**src/rtl/frac_pwm_pkg.sv**
```systemverilog
// frac_pwm_pkg: shared widths, state encoding and period clamp for frac_phase_gen
package frac_pwm_pkg;
  localparam int DEF_WIDTH_TMR  = 21;
  localparam int DEF_WIDTH_FRAC = 10;
  localparam int DEF_WIDTH_ERR  = 22;
  localparam int DEF_MIN_PERIOD = 4;
  typedef enum logic {IDLE, RUN} state_t;
  function automatic int clamp(int v, int lo, int hi);
    return v < lo ? lo : (v > hi ? hi : v);
  endfunction
endpackage

```
**src/rtl/frac_accum.sv**
```systemverilog
// frac_accum: fractional period accumulator, carry adds one cycle to the current period
module frac_accum #(
  parameter int WIDTH_FRAC = 10
) (
  input  logic                  clk,
  input  logic                  reset,
  input  logic                  clr,
  input  logic                  step,
  input  logic [WIDTH_FRAC-1:0] frac,
  output logic                  carry,
  output logic [WIDTH_FRAC-1:0] acc
);
  logic [WIDTH_FRAC-1:0] r_acc;
  logic [WIDTH_FRAC:0]   w_sum;
  assign w_sum = {1'b0, r_acc} + {1'b0, frac};
  assign carry = w_sum[WIDTH_FRAC];
  assign acc   = r_acc;
  // advance on every period load, restart from zero whenever the generator idles
  always_ff @(posedge clk)
    if (reset || clr) r_acc <= '0;
    else if (step) r_acc <= w_sum[WIDTH_FRAC-1:0];
endmodule

```
**src/rtl/frac_phase_gen.sv**
```systemverilog
// frac_phase_gen: fractional-period square wave generator with one-shot period correction
module frac_phase_gen
  import frac_pwm_pkg::*;
#(
  parameter int WIDTH_TMR  = DEF_WIDTH_TMR,
  parameter int WIDTH_FRAC = DEF_WIDTH_FRAC,
  parameter int WIDTH_ERR  = DEF_WIDTH_ERR,
  parameter int MIN_PERIOD = DEF_MIN_PERIOD
) (
  input  logic                        clk,
  input  logic                        reset,
  input  logic                        enable,
  input  logic [WIDTH_TMR-1:0]        period_int,
  input  logic [WIDTH_FRAC-1:0]       period_frac,
  input  logic signed [WIDTH_ERR-1:0] corr,
  input  logic                        corr_valid,
  output logic                        corr_ack,
  output logic                        fb_phase,
  output logic                        period_start,
  output logic                        sat
);
  state_t r_state, w_state_nx;
  logic [WIDTH_TMR-1:0]        r_cnt, r_th, w_len, w_th;
  logic signed [WIDTH_ERR-1:0] r_corr;
  logic signed [WIDTH_TMR+1:0] w_l, w_corr_ext;
  logic                        r_pend, r_fb, r_ps, r_sat, r_ack;
  logic                        w_load, w_carry, w_sat;
  logic [WIDTH_FRAC-1:0]       w_acc;
  int                          w_lc;
  frac_accum #(.WIDTH_FRAC(WIDTH_FRAC)) u_acc (
    .clk(clk), .reset(reset), .clr(!enable), .step(w_load),
    .frac(period_frac), .carry(w_carry), .acc(w_acc)
  );
  assign w_load       = enable && (r_state == IDLE || r_cnt == '0);
  assign w_corr_ext   = r_pend ? {{(WIDTH_TMR+2-WIDTH_ERR){r_corr[WIDTH_ERR-1]}}, r_corr} : '0;
  assign w_l          = $signed({2'b00, period_int}) + $signed({{(WIDTH_TMR+1){1'b0}}, w_carry}) + w_corr_ext;
  assign w_lc         = clamp(int'(w_l), MIN_PERIOD, (1 << WIDTH_TMR) - 1);
  assign w_sat        = w_lc != int'(w_l);
  assign w_len        = w_lc[WIDTH_TMR-1:0];
  assign w_th         = w_len - (w_len >> 1) - 1'b1;
  assign corr_ack     = r_ack;
  assign fb_phase     = r_fb;
  assign period_start = r_ps;
  assign sat          = r_sat;
  // state register
  always_ff @(posedge clk)
    r_state <= reset ? IDLE : w_state_nx;
  // run while enabled, drop to idle the moment enable falls
  always_comb
    w_state_nx = enable ? RUN : IDLE;
  // down-counter, high-phase threshold and registered outputs; cnt counts L-1..0
  always_ff @(posedge clk)
    if (reset || !enable) begin
      r_cnt  <= '0;
      r_th   <= '0;
      r_pend <= 1'b0;
      r_fb   <= 1'b0;
      r_ps   <= 1'b0;
      r_sat  <= 1'b0;
      r_ack  <= 1'b0;
    end else begin
      r_cnt  <= w_load ? w_len - 1'b1 : r_cnt - 1'b1;
      r_th   <= w_load ? w_th : r_th;
      r_fb   <= w_load || (r_cnt - 1'b1 > r_th);
      r_ps   <= w_load;
      r_sat  <= w_load && w_sat;
      r_ack  <= w_load && r_pend;
      r_pend <= corr_valid || (r_pend && !w_load);
    end
  // latest correction wins until it is consumed by a load
  always_ff @(posedge clk)
    if (reset) r_corr <= '0;
    else if (corr_valid) r_corr <= corr;
  // the accumulator must already be cleared whenever the generator sits idle
  always_ff @(posedge clk)
    if (!reset && r_state == IDLE) assert (w_acc == '0);
endmodule

```
**config.mk**
```make
export PLATFORM = sky130hd
export DESIGN_NAME = frac_phase_gen
export DESIGN_NICKNAME = d
export VERILOG_FILES = /design/src/rtl/frac_pwm_pkg.sv /design/src/rtl/frac_accum.sv /design/src/rtl/frac_phase_gen.sv
export SDC_FILE = /design/constraint.sdc
export NUM_CORES = 1
export LEC_CHECK = 0
export ABC_AREA = 1
export CAP_MARGIN = 30
export CELL_PAD_IN_SITES_DETAIL_PLACEMENT = 2
export CELL_PAD_IN_SITES_GLOBAL_PLACEMENT = 2
export CORE_ASPECT_RATIO = 0.75
export CORE_MARGIN = 4
export CORE_UTILIZATION = 30
export DETAILED_ROUTE_END_ITERATION = 16
export GPL_ROUTABILITY_DRIVEN = 0
export GPL_TIMING_DRIVEN = 1
export PLACE_DENSITY_LB_ADDON = 0.1
export SKIP_LAST_GASP = 1
export SLEW_MARGIN = 40
export SYNTH_ARGS = -nofsm -noshare
export SYNTH_HDL_FRONTEND = slang
export SYNTH_SLANG_ARGS = --single-unit
```
**constraint.sdc**
```tcl
create_clock -name clk -period 7.4 [get_ports clk]
set_input_delay 1.11 -clock clk [delete_from_list [all_inputs] [get_ports clk]]
set_output_delay 1.11 -clock clk [all_outputs]
set_load 0.03 [all_outputs]
```
==> run metrics, run 1 <==
status finished, violations left; failing checks negative setup slack; setup TNS -21,060 ps; worst ir drop on vdd 0.234 mV; Pwr Density 182 nW/um^2; Util after Layout 51.5%; register area share after synthesis 19.0%; share of cells above drive strength 1 41.8%; Design Power 2.56 mW; Crit path top cell by count nand2_1; Data required, critical path 7670 ps; Slew headroom 32.6%; vias per std cell 5.78; post-DP HPWL 32,200 microns; Core Area 27,300 sq um; Die Height 153 microns; fillers 3,058; Clock Sinks 80; Tcrit/Tclk final 115%; Die W 202 microns; max-slew violations 0; area of the multi-input gates 7600 sq um; clk buf depth 2; mean area per synthesized cell 6.49 sq um; skew final 14.4 ps; CP endpoint kind flip-flop; H-Tree Depth 3; cell taking the most area after synthesis dfxtp_1; first-pass GRT wire length 75,600 microns; largest cells by area after synthesis dfxtp_1 19%, ha_1 17%, nand2_1 12%, inv_1 9.6%, nor2_1 6.5%; Worst-Skew Late Latency 390 ps; NetSw 1.21 mW; Comb pwr share 60.5%; total global routing overflow 0; Routed Antenna Nets 0; Ys Warns 0; count of cell types in the netlist 51; largest net degree at the start of global routing 43; fin nets 1,839; clk root buf clkbuf_16; WL final 65,400 microns; hold_buf cts 0; top-area cell type share of the netlist area 19.0%; placed insts 1,928; RSZ-0062 raised after global routing yes; DIE AREA 30,900 sq um; critical path type in2reg; Area Growth Syn to Fin 66.7%; Num CTS Buffers 9; hold crit path type reg2reg; part of the power in the clock network 20.0%; arrival time of the worst setup path 8810 ps; Worst setup SP type input port; Antenna Cells 0; Finished Cell Area 14,100 sq um; setup slack after layout -1150 ps; DRT iter0 DRCs 1,257; Mapped Nets 1,471; Via Count 11,697; slew at the pin closest to its max-slew limit 1010 ps; Cell Count, Final, Fillers Out 2,023; FF+latch count, synth 80; Clk pin slew, worst setup/hold paths 80 ps; post-layout min period 8550 ps; TritonCTS clock tree done; Sequential cell area 1600 sq um; Starting Density 30.9%; Port Buffer Count 60; Critical Path Slowest Stage Cell ha_4; DR DRC count 0; final hold vios 0; Flop pwr share 19.5%; crit-path max FO 5; Pre-antenna DRT Iters 5; IO Count 61; Synth Cell Area 8440 sq um; max cap viols 0; vias in the first global route 11,902; cells after synthesis 1,299; CP peak stage delay 320 ps; Sw Ratio 47.2%; internal power 1.35 mW; Lkg Pwr 6.91 nW; initial antenna violation count 2; Cell Area, Placed 11,200 sq um; DR WL/cell 32.3 microns; Setup Viol. Count Final 36; # rows 52; GRT Util Overall 31.9%; Max Fclk 117 MHz
final cells by class:
cell class,instances,area share (%)
Inverter,233,6.38
Sequential cell,80,11.4
Timing Repair Buffer,383,22.8
Clock buffer,9,1.60
Clock inverter,7,0.587
Multi-Input combinational cell,960,54.1
Tap cell,351,3.12
through the flow:
step / worst slack (ps) / hold slack [ps]
2_1_floorplan: 17.2 / 449
3_3_place_gp: -1260 / 468
3_5_place_dp: -1810 / 480
4_1_cts: -51.4 / 492
5_1_grt: -1310 / 568
6_report: -1150 / 549
power groups by stage:
| stage | Sequential [mW] | Combinational (mW) | Clock, mW |
|---|---|---|---|
| 6_report | 0.500 | 1.55 | 0.513 |
| 3_5_place_dp | 0.498 | 1.01 | 0 |
| 2_1_floorplan | 0.493 | 0.504 | 0 |
| 4_1_cts | 0.490 | 1.12 | 0.509 |
| 5_1_grt | 0.502 | 1.59 | 0.534 |
| 3_3_place_gp | 0.497 | 0.955 | 0 |
synth_stat cells, drive strengths merged:
| library cell | n |
|---|---|
| o211ai | 8 |
| o22ai | 2 |
| nor3 | 19 |
| buf | 6 |
| xnor2 | 19 |
| a21boi | 2 |
| nor2 | 147 |
| inv | 233 |
| nor3b | 1 |
| and2 | 1 |
| dfxtp | 80 |
| or2 | 2 |
| fa | 3 |
| a31oi | 8 |
| nand3b | 9 |
| nand2 | 282 |
| o31ai | 2 |
| o311ai | 2 |
| o21bai | 5 |
| nand3 | 59 |
| nand4 | 11 |
| a21oi | 113 |
| and3 | 3 |
| ha | 112 |
| clkbuf | 20 |
| o21ai | 90 |
| nor4b | 1 |
| a221oi | 3 |
| nor4 | 5 |
| xor2 | 50 |
| or4 | 1 |
path summary, 6_finish.rpt:
kind / start / endpoint / slack (ps) / cells past startpoint
worst max-delay path: period_frac[4] / r_th[19] / -1150 / 56
worst min-delay path: u_acc.acc[6] / u_acc.acc[6] / 550 / 2
worst max register to register: u_acc.acc[0] / r_th[19] / -700 / 56
worst min register to register: u_acc.acc[6] / u_acc.acc[6] / 550 / 2
worst max-delay path, delay by kind of cell:
family	cells	cell delay, ps
simple gates	26	3000
compound gates	12	2060
buf+inv	14	1670
fa+ha+maj	4	950
placed cells by master (no fill, tap or decap), drive strengths merged:
| cell type | synthesis | final |
|---|---|---|
| o311ai | 2 | 2 |
| nand3b | 9 | 9 |
| nor4 | 5 | 5 |
| nor4b | 1 | 1 |
| buf | 6 | 325 |
| clkdlybuf4s15 | 0 | 2 |
| fa | 3 | 3 |
| clkdlybuf4s50 | 0 | 54 |
| nand4 | 11 | 11 |
| inv | 233 | 237 |
| and3 | 3 | 3 |
| o22ai | 2 | 2 |
| clkbuf | 20 | 11 |
| and2 | 1 | 1 |
| o21ai | 90 | 90 |
| xnor2 | 19 | 19 |
| clkinvlp | 0 | 2 |
| o21bai | 5 | 5 |
| or2 | 2 | 2 |
| a221oi | 3 | 3 |
| o211ai | 8 | 8 |
| ha | 112 | 112 |
| o31ai | 2 | 2 |
| a31oi | 8 | 8 |
| nor3b | 1 | 1 |
| or4 | 1 | 1 |
| a21boi | 2 | 2 |
| nand3 | 59 | 59 |
| bufinv | 0 | 1 |
| nand2 | 282 | 282 |
| dfxtp | 80 | 80 |
| xor2 | 50 | 50 |
| a21oi | 113 | 113 |
| nor2 | 147 | 147 |
| nor3 | 19 | 19 |
registers in the layout, indices dropped and copies added, names as in the netlist:
name / flops
r_th: 21
period_start: 1
corr_ack: 1
fb_phase: 1
r_pend: 1
r_state: 1
u_acc.acc: 10
r_corr: 22
sat: 1
r_cnt: 21
metal layers:
metal / vias up / part of all wire [%] / global-route usage, % / wire length [microns]
li1: 4873 / - / - / -
met1: 6000 / 43 / 42.9 / 28300
met2: 627 / 45 / 53.6 / 29500
met3: 195 / 7.6 / 4.34 / 4990
met4: 2 / 4.1 / 9.17 / 2670
met5: - / 0.014 / 0 / 9
logic make-up (layout without fill, tap and decap cells):
| group | count (synthesis) | in the layout | share of synthesized area (%) |
|---|---|---|---|
| buf+inv | 259 | 632 | 12.0 |
| fa+ha+maj | 115 | 115 | 17.3 |
| xor+xnor | 69 | 69 | 7.47 |
| simple gates | 541 | 541 | 27.6 |
| flops | 80 | 80 | 19.0 |
| compound gates | 235 | 235 | 16.6 |
timing repair:
action | 4_1_cts | 5_1_grt
endpoints found under the setup margin | 38 | 34
resized for setup | 195 | 272
buffers inserted | 37 | 45
cloned | 0 | 0
pin swaps | 60 | 83
(Power assumes the default switching activity.)
==> inputs of run 2 (changes only) <==
ABC_AREA = not set   (was 1)
CORE_UTILIZATION = 32   (was 30)
==> run 2 against run 1 <==
  * The flow still finishes with violations (negative setup slack)
  * Global-route usage fell by 2.4 points
  * Core utilization rose by 2.7 points
  * Combinational power fell by 19%
  * Clock skew rose by 1.8 ps
  * Die area fell by 13%
  * First-iteration DRC count fell by 42%
  * Power fell by 12%
  * Clock power fell by 2%
  * Synthesized cell count fell by 24%
  * Cell count fell by 17%
  * Area after synthesis fell by 8.1%
  * Critical endpoint unchanged
==> run metrics, run 2 <==
DRT iter0 DRCs 723; mean area per synthesized cell 7.81 sq um; slew at the pin closest to its max-slew limit 866 ps; Mapped Nets 1,164; crit-path max FO 4; reg2reg end r_th[19]; Crit path top cell by count buf_6; Synth Flop Type dfxtp_1; # rows 49; largest net degree at the start of global routing 65; top cells by count, synth 112 x ha_1, 110 x nor2_1, 87 x inv_1; DIE AREA 26,800 sq um; R2R depth 49; DR DRC count 0; post-layout min period 9740 ps; hold crit path type reg2reg; first-pass GRT wire length 61,200 microns; max cap viols 0; final hold slack 488 ps; register area share after synthesis 20.7%; skew final 16.2 ps; Worst setup SP type input port; vias per std cell 5.83; WL final 52,800 microns; Synth Cell Area 7750 sq um; arrival time of the worst setup path 9950 ps; RSZ-0062 raised after global routing yes; post-DP HPWL 24,500 microns; Clock Sinks 80; max-slew violations 0; Core Area 23,900 sq um; count of cell types in the netlist 64; clk buf depth 2; largest cells by area after synthesis dfxtp_1 21%, ha_1 18%, xnor2_1 6.0%, nor2_1 5.3%, mux2i_1 4.4%; Tcrit/Tclk final 132%; Die W 188 microns; Clk pin slew, worst setup/hold paths 70 ps; Area Growth Syn to Fin 67.1%; hold path startpoint r_corr[19]; number of flops mapped to enable cells by yosys 0; setup slack after layout -2340 ps; Cell Count, Final, Fillers Out 1,672; most common cell in the netlist ha_1; Data required, critical path 7600 ps; Starting Density 32.4%; fin nets 1,535; Num CTS Buffers 9; initial antenna violation count 1; failing checks negative setup slack; FF+latch count, synth 80; IO Count 61; hold_buf cts 0; crit path buf inv count 9; Ys Warns 0; GRT Util Overall 29.4%; Pre-antenna DRT Iters 4; status finished, violations left; Slew headroom 41.8%; CP endpoint kind flip-flop; cells after synthesis 992; share of synthesized registers carrying an async set or reset 0%; Largest Register r_corr; Critical Path Slowest Stage Cell a2111oi_4; Max Fclk 103 MHz; share of cells above drive strength 1 40.8%; fillers 2,508; worst hold endpoint r_corr[19]; Worst path top cell family by delay compound AO/OA/AOI/OAI gates; Via Count 9,746; Antenna Cells 0; CP peak stage delay 420 ps; DR WL/cell 31.6 microns; worst hold stages 2; worst ir drop on vdd 0.122 mV; max FFs per register 22; final hold vios 0; Worst-Skew Late Latency 380 ps; H-Tree Depth 3; clk root buf clkbuf_16; Lkg Pwr 5.90 nW; worst r2r src u_acc.acc[0]; r2r setup slk -1870 ps; Design Power 2.26 mW; Die Height 143 microns; vias in the first global route 10,282; top flop regs r_corr: 22 flops, r_cnt: 21 flops, r_th: 21 flops; Pwr Density 175 nW/um^2; Port Buffer Count 60; leading cell type in the layout, fill and taps excluded buf_4; placed insts 1,578; TritonCTS clock tree done; Routed Antenna Nets 0; Setup Viol. Count Final 41; most frequent cells in the layout 293 x buf_4, 98 x nor2_1, 85 x ha_1; cell taking the most area after synthesis dfxtp_1; total global routing overflow 0; top-area cell type share of the netlist area 20.7%; critical path type in2reg
## run 2: cell types whose count changed after synthesis, sizes merged, moves of 13 or more
cell | before | now
and2 | 1 | 31
nand2 | 282 | 68
o21ai | 90 | 59
nand3 | 59 | 17
a211oi | 0 | 28
a21oi | 113 | 68
inv | 233 | 87
nor2b | 0 | 13
nor2 | 147 | 111
xnor2 | 19 | 53
mux2i | 0 | 34
## run 2: worst max-delay path by stage
stage | start | endpoint | cells after the start
2_1_floorplan | period_frac[0] | r_th[20] | 43
3_3_place_gp | period_frac[0] | r_th[20] | 46
3_5_place_dp | period_frac[0] | r_th[20] | 46
4_1_cts | period_frac[0] | r_th[20] | 45
5_1_grt | period_frac[5] | r_th[19] | 46
6_report | period_frac[0] | r_th[19] | 50
## run 2: tightest hold or removal path: cells and delay by family (launching register included)
| family | cells | cell delay, ps |
|---|---|---|
| flip-flops | 1 | 320 |
| multiplexers | 1 | 60 |
| AND/OR/NAND/NOR | 1 | 70 |
## run 2: layer usage
metal	global-route usage [%]	part of all wire (%)	vias to the layer above
met1	33.8	39	4982
li1	-	-	4188
met3	3.98	5.0	187
met4	12.8	6.3	2
met2	55.0	50	387
met5	0	0.021	-
## run 2: where the power goes
group          total (mW)  leakage, nW  internal [mW]  switching (mW)
logic                1.26         5.10          0.555           0.706
registers           0.499        0.658          0.466          0.0328
clock network       0.502        0.143          0.276           0.226
## run 2: per-stage QoR
step / area [sq um] / setup TNS, ps / util (%) / setup WS, ps
3_5_place_dp: 10700 / -52010 / 44.5 / -2410
3_3_place_gp: 10700 / -37820 / 44.6 / -2000
2_1_floorplan: 7910 / -5420 / - / -873
6_report: 13000 / -46460 / 54.2 / -2340
5_1_grt: 13000 / -52760 / 54.2 / -2560
4_1_cts: 11900 / -12540 / 49.9 / -1300
## run 2: kinds of logic (layout without fill, tap and decap cells)
group	Yosys count	in the layout	synth area share [%]
multiplexers	35	35	4.54
AND/OR/NAND/NOR	321	321	19.9
XOR/XNOR	91	91	10.3
buffers and inverters	117	491	5.88
adder cells (fa/ha/maj)	115	115	18.9
flip-flops	80	80	20.7
AO/OA/AOI/OAI	233	233	19.9
## run 2: area by class of cell
class                      instances  area, sq um  share of cell area [%]
inverter                          87          329                    2.54
clock buffer                      11          253                    1.95
multi-input combinational        795         7100                    54.8
timing repair buffer             390         3250                    25.1
sequential                        80         1600                    12.4
tap                              306          383                    2.96
clock inverter                     3         42.5                   0.328
## run 2: timing repair
action / in CTS / in global routing
buffers inserted: 47 / 35
setup endpoints to repair: 38 / 38
pin swaps: 90 / 80
resized for setup: 156 / 146
endpoints found under the hold margin: 0 / 0
